==> src/rtl/dsp_mac_seq.sv <==
// dsp_mac_seq: sequences a DSP48A1 slice as a LEN-beat signed multiply-accumulate.
// Ports: clk, rst_n (async, active-low); start/len/abort run control;
// s_a/s_b/s_valid/s_ready operand stream; a_out/b_out/opmode_out/ce*_out drive
// the slice; p_in is the slice P; res/res_valid present the dot product; busy
// is high outside IDLE.
module dsp_mac_seq #(
    parameter int CNT_W    = 16,
    parameter int PIPE_LAT = 3
) (
    input  logic             clk,
    input  logic             rst_n,
    input  logic             start,
    input  logic [CNT_W-1:0] len,
    input  logic             abort,
    input  logic [17:0]      s_a,
    input  logic [17:0]      s_b,
    input  logic             s_valid,
    output logic             s_ready,
    output logic [17:0]      a_out,
    output logic [17:0]      b_out,
    output logic [7:0]       opmode_out,
    output logic             cea_out,
    output logic             ceb_out,
    output logic             cem_out,
    output logic             ceopmode_out,
    output logic             cep_out,
    input  logic [47:0]      p_in,
    output logic [47:0]      res,
    output logic             res_valid,
    output logic             busy
);
    typedef enum logic [1:0] {IDLE, RUN, DRAIN, DONE} state_t;
    state_t              state;
    logic [CNT_W-1:0]    cnt;
    logic [CNT_W-1:0]    len_q;
    logic [PIPE_LAT-1:0] vld;
    logic [PIPE_LAT-2:0] fst;
    logic                beat;
    // A beat that coincides with abort is dropped.
    assign beat         = state == RUN && s_valid && !abort;
    assign s_ready      = state == RUN;
    assign busy         = state != IDLE;
    assign res_valid    = state == DONE;
    // vld[0]: slice A/B reg loads; vld[PIPE_LAT-2]: M/OPMODE regs load; vld[PIPE_LAT-1]: P reg loads.
    assign cea_out      = vld[0];
    assign ceb_out      = vld[0];
    assign cem_out      = vld[PIPE_LAT-2];
    assign ceopmode_out = vld[PIPE_LAT-2];
    assign cep_out      = vld[PIPE_LAT-1];
    // First product loads P (X=M, Z=0); later products accumulate (X=M, Z=P).
    assign opmode_out   = !vld[PIPE_LAT-2] ? 8'h00 : fst[PIPE_LAT-2] ? 8'h01 : 8'h09;
    always_ff @(posedge clk or negedge rst_n) begin
        if (!rst_n) begin
            state <= IDLE;
            cnt   <= '0;
            len_q <= '0;
            vld   <= '0;
            fst   <= '0;
            a_out <= '0;
            b_out <= '0;
            res   <= '0;
        end else begin
            vld <= abort ? '0 : {vld[PIPE_LAT-2:0], beat};
            fst <= abort ? '0 : {fst[PIPE_LAT-3:0], beat && cnt == '0};
            if (beat) begin
                a_out <= s_a;
                b_out <= s_b;
                cnt   <= cnt + 1'b1;
            end
            if (abort)
                state <= IDLE;
            else
                case (state)
                    IDLE: if (start && len != '0) begin
                        len_q <= len;
                        cnt   <= '0;
                        state <= RUN;
                    end
                    RUN:   if (beat && cnt + 1'b1 == len_q) state <= DRAIN;
                    // P_IN is final once every in-flight product has reached P.
                    DRAIN: if (vld == '0) begin
                        res   <= p_in;
                        state <= DONE;
                    end
                    DONE:  state <= IDLE;
                endcase
        end
    end
endmodule

==> config.mk <==
export PLATFORM = sky130hd
export DESIGN_NAME = dsp_mac_seq
export DESIGN_NICKNAME = d
export VERILOG_FILES = /design/src/rtl/dsp_mac_seq.sv
export SDC_FILE = /design/constraint.sdc
export NUM_CORES = 1
export LEC_CHECK = 0
export ABC_AREA = 1
export CAP_MARGIN = 30
export CORE_ASPECT_RATIO = 0.8
export CORE_UTILIZATION = 48
export DETAILED_ROUTE_END_ITERATION = 6
export GPL_ROUTABILITY_DRIVEN = 0
export PLACE_DENSITY = 0.85
export SLEW_MARGIN = 25
export SYNTH_ARGS = -nofsm -noshare
export SYNTH_HDL_FRONTEND = slang
export SYNTH_SLANG_ARGS = --single-unit
export TNS_END_PERCENT = 100
==> constraint.sdc <==
create_clock -name clk -period 3.5 [get_ports clk]
set_input_delay 0.7 -clock clk [delete_from_list [all_inputs] [get_ports clk]]
set_output_delay 0.7 -clock clk [all_outputs]
set_load 0.01 [all_outputs]
==> qor.txt <==
Peak supply drop -> 0.491 mV
Chip height -> 98.8 um
Crit path time final -> 2.47 ns
Most common cell in the netlist -> nand2_1
Status -> completed
Setup_tns -> 0 ns
Mean routed wirelength per cell -> 16.2 um
Fraction of layout cells with a size suffix above 1 -> 12.4%
Drt via density -> 5.16
Final Worst Setup Slack -> 1.03 ns
Critical path class -> flip-flop to primary output
CTS Hold Buffers Added -> 0
FF-to-FF Start -> cnt[0]$_DFF_PN0_
NetSw -> 2.28 mW
Max Clk Rate -> 0.405 GHz
Area grow syn2layout -> 48.2%
Ys async rst share -> 100%
First-pass GRT wire length -> 25.4 mm
PortBufs -> 198
Internal power -> 4.83 mW
Slew @ Worst Pin -> 0.855 ns
Placed Instances -> 934
Leading area contributor after synthesis -> dfrtp_1
Switching Fraction -> 32.1%
P_leak -> 3.93 nW
PostCTS Resize Cnt -> 0
Antenna cells -> 0
CTS Buffer Depth -> 2
Final ANT Viol Nets -> 0
Die area -> 12,200 sq um
#FFs+latches synth -> 123
Number of global-route vias before repair -> 5,206
Reg-to-reg slack, setup -> 1.28 ns
Post-Route Skew -> 0.0103 ns
GRT Util Overall -> 27.6%
Top Ports -> 205
Critical Path Fanout Max -> 5
RSZ-0062 raised after global routing -> false
Max-cap violations -> 0
Mapped Cells -> 612
DP HPWL -> 11.2 mm
Via Count -> 4,982
# DRC -> 0
CTS Buf Count -> 17
Post-synth top flop -> dfrtp_1
WP data required -> 2.80 ns
CP cell instances -> inv_1, ha_1, inv_1, clkdlybuf4s50_1
Max-slew violations -> 0
Reg2reg end -> state[0]$_DFFE_PN0P_
Worst Path Arrival -> 1.77 ns
Total Wirelength -> 15.6 mm
Post-synth top cells -> nand2_1 (227), dfrtp_1 (123), mux2_2 (48)
Reg clk slew, reported paths -> 0.06 ns
Part of the power in registers -> 35.0%
Pre-CTS WS -> 0.678 ns
Crit end category -> primary output
GRT Residual Overflow -> 0
Max transition margin -> 43.0%
Crit start category -> flip-flop
Worst-Skew Late Latency -> 0.41 ns
Nets -> 920
Die width -> 123 um
Tcrit/Tclk final -> 70.6%
CTS tree -> built
Endpoints failing setup -> 0
Area contributors post-synth -> dfrtp_1 (55%), nand2_1 (15%), mux2_2 (9.6%)
Clock root cell -> clkbuf_16
Register area share after synthesis -> 54.7%
Initial antenna violation count -> 0
Mapped Avg Cell Area -> 9.19 sq um
Worst path most repeated cell -> inv_1
Syn. warnings -> 0
Syn Std Cell Area -> 5630 sq um
Yosys top cell area share -> 54.7%
Final cell count without fillers -> 965
Post-synth EDFFs -> 0
Post-CTS Setup Bufs -> 0
R2R depth -> 14
Hold crit path type -> input pin to async pin
Power density cells -> 853 nW/um^2
Crit-path max cell delay -> 0.57 ns
Largest net degree at the start of global routing -> 58
Row cnt -> 34
CORE AREA -> 11,100 sq um
Combinational Power Share -> 39.1%
Finished Core Util -> 74.8%
Clock power frac -> 25.8%
DR pass1 iterations -> 5
Distinct cells, synth -> 32
Final hold vios -> 0
1st-iter DRT viols -> 264
# H-tree levels -> 4
Slowest library cell on the worst path -> clkdlybuf4s50_1
Starting density of the core -> 50.5%
CTS Sinks -> 123
## routing by layer
metal | up-vias | part of all wire [%] | GRT usage (%)
li1 | 2324 | - | -
met1 | 2394 | 39 | 32.7
met2 | 233 | 49 | 45.1
met3 | 31 | 11 | 11.1
met4 | 0 | 1.8 | 10.2
met5 | - | 0 | 0
## per-stage QoR
| step | power (mW) | instance area (sq um) | hold slack [ns] |
|---|---|---|---|
| 3_3_place_gp | 5.14 | 7720 | 0.461 |
| 2_1_floorplan | 3.72 | 5640 | 0.404 |
| 4_1_cts | 7.15 | 8330 | 0.364 |
| 6_report | 7.11 | 8330 | 0.337 |
| 3_5_place_dp | 5.26 | 7720 | 0.464 |
| 5_1_grt | 7.52 | 8330 | 0.387 |
## final cells by class
| class | count | area, sq um |
|---|---|---|
| flip-flops and latches | 123 | 3080 |
| fillers | 749 | 2810 |
| multi-input cells | 416 | 2230 |
| repair buffers | 205 | 2060 |
| clock buffers | 19 | 443 |
| well taps | 144 | 180 |
| clock inverters | 12 | 173 |
| inverters | 46 | 173 |
## cells by family (layout without fill, tap and decap cells)
| group | count (synthesis) | count (layout) | share of synthesized area (%) |
|---|---|---|---|
| other cells | 1 | 6 | 0.0667 |
| buf+inv | 78 | 282 | 6.09 |
| mux | 48 | 48 | 9.61 |
| simple gates | 321 | 321 | 24.1 |
| fa+ha+maj | 6 | 6 | 1.33 |
| xor+xnor | 6 | 6 | 1.20 |
| compound gates | 29 | 29 | 2.91 |
| flops | 123 | 123 | 54.7 |
## cells in the final DEF (no fill, tap or decap), types with 2 or more instances in the layout
cell type        synthesis  routed
a211oi_1                 5       5
buf_12                   0       2
buf_4                   11       6
bufinv_16                0       4
clkbuf_16                0      17
clkdlybuf4s50_1          0     197
clkinv_2                 0       4
clkinv_4                 0       2
clkinvlp_4               0       2
conb_1                   1       6
dfrtp_1                123     123
ha_1                     6       6
inv_1                   43      43
inv_2                    2       2
mux2_2                  48      48
nand2_1                227     226
nand2_2                  4       5
nand3_1                 32      31
nand3b_1                 5       5
nand4_1                  6       6
nor2_1                  29      29
nor2_2                   5       5
nor3_1                   3       3
nor4_1                   7       7
o21ai_0                 20      20
xnor2_1                  2       2
xor2_1                   3       3
## power by group through the flow
| stage | clock (mW) | combinational [mW] | sequential [mW] |
|---|---|---|---|
| after global placement | 0 | 2.68 | 2.45 |
| after detailed placement | 0 | 2.77 | 2.49 |
| final | 1.84 | 2.78 | 2.49 |
| after floorplan | 0 | 1.07 | 2.66 |
| after CTS | 1.86 | 2.80 | 2.49 |
| after global routing | 1.92 | 3.03 | 2.57 |
## flip-flops by register name (all words and copies together) (netlist names)
name / cells
b_out: 18
a_out: 18
res: 48
cnt: 16
len_q: 16
state: 2
vld: 3
fst: 2
## worst max-delay path by stage
stage	endpoint	slack, ns	startpoint	cells past startpoint
floorplan	state[0]$_DFFE_PN0P_	1.54	abort	13
global placement	cnt[13]$_DFF_PN0_	0.78	len[13]	8
detailed placement	cnt[9]$_DFF_PN0_	0.68	len[11]	8
CTS	busy	1.03	state[0]$_DFFE_PN0P_	4
global route	len_q[12]$_DFFE_PN0P_	0.88	len[13]	8
finish	busy	1.03	state[0]$_DFFE_PN0P_	4
## critical path, delay by kind of cell, from the launching register on
kind / cells / cell delay [ns]
flops: 1 / 0.42
buf+inv: 3 / 0.75
fa+ha+maj: 1 / 0.21
No activity file was read; power rests on OpenSTA's default activity.
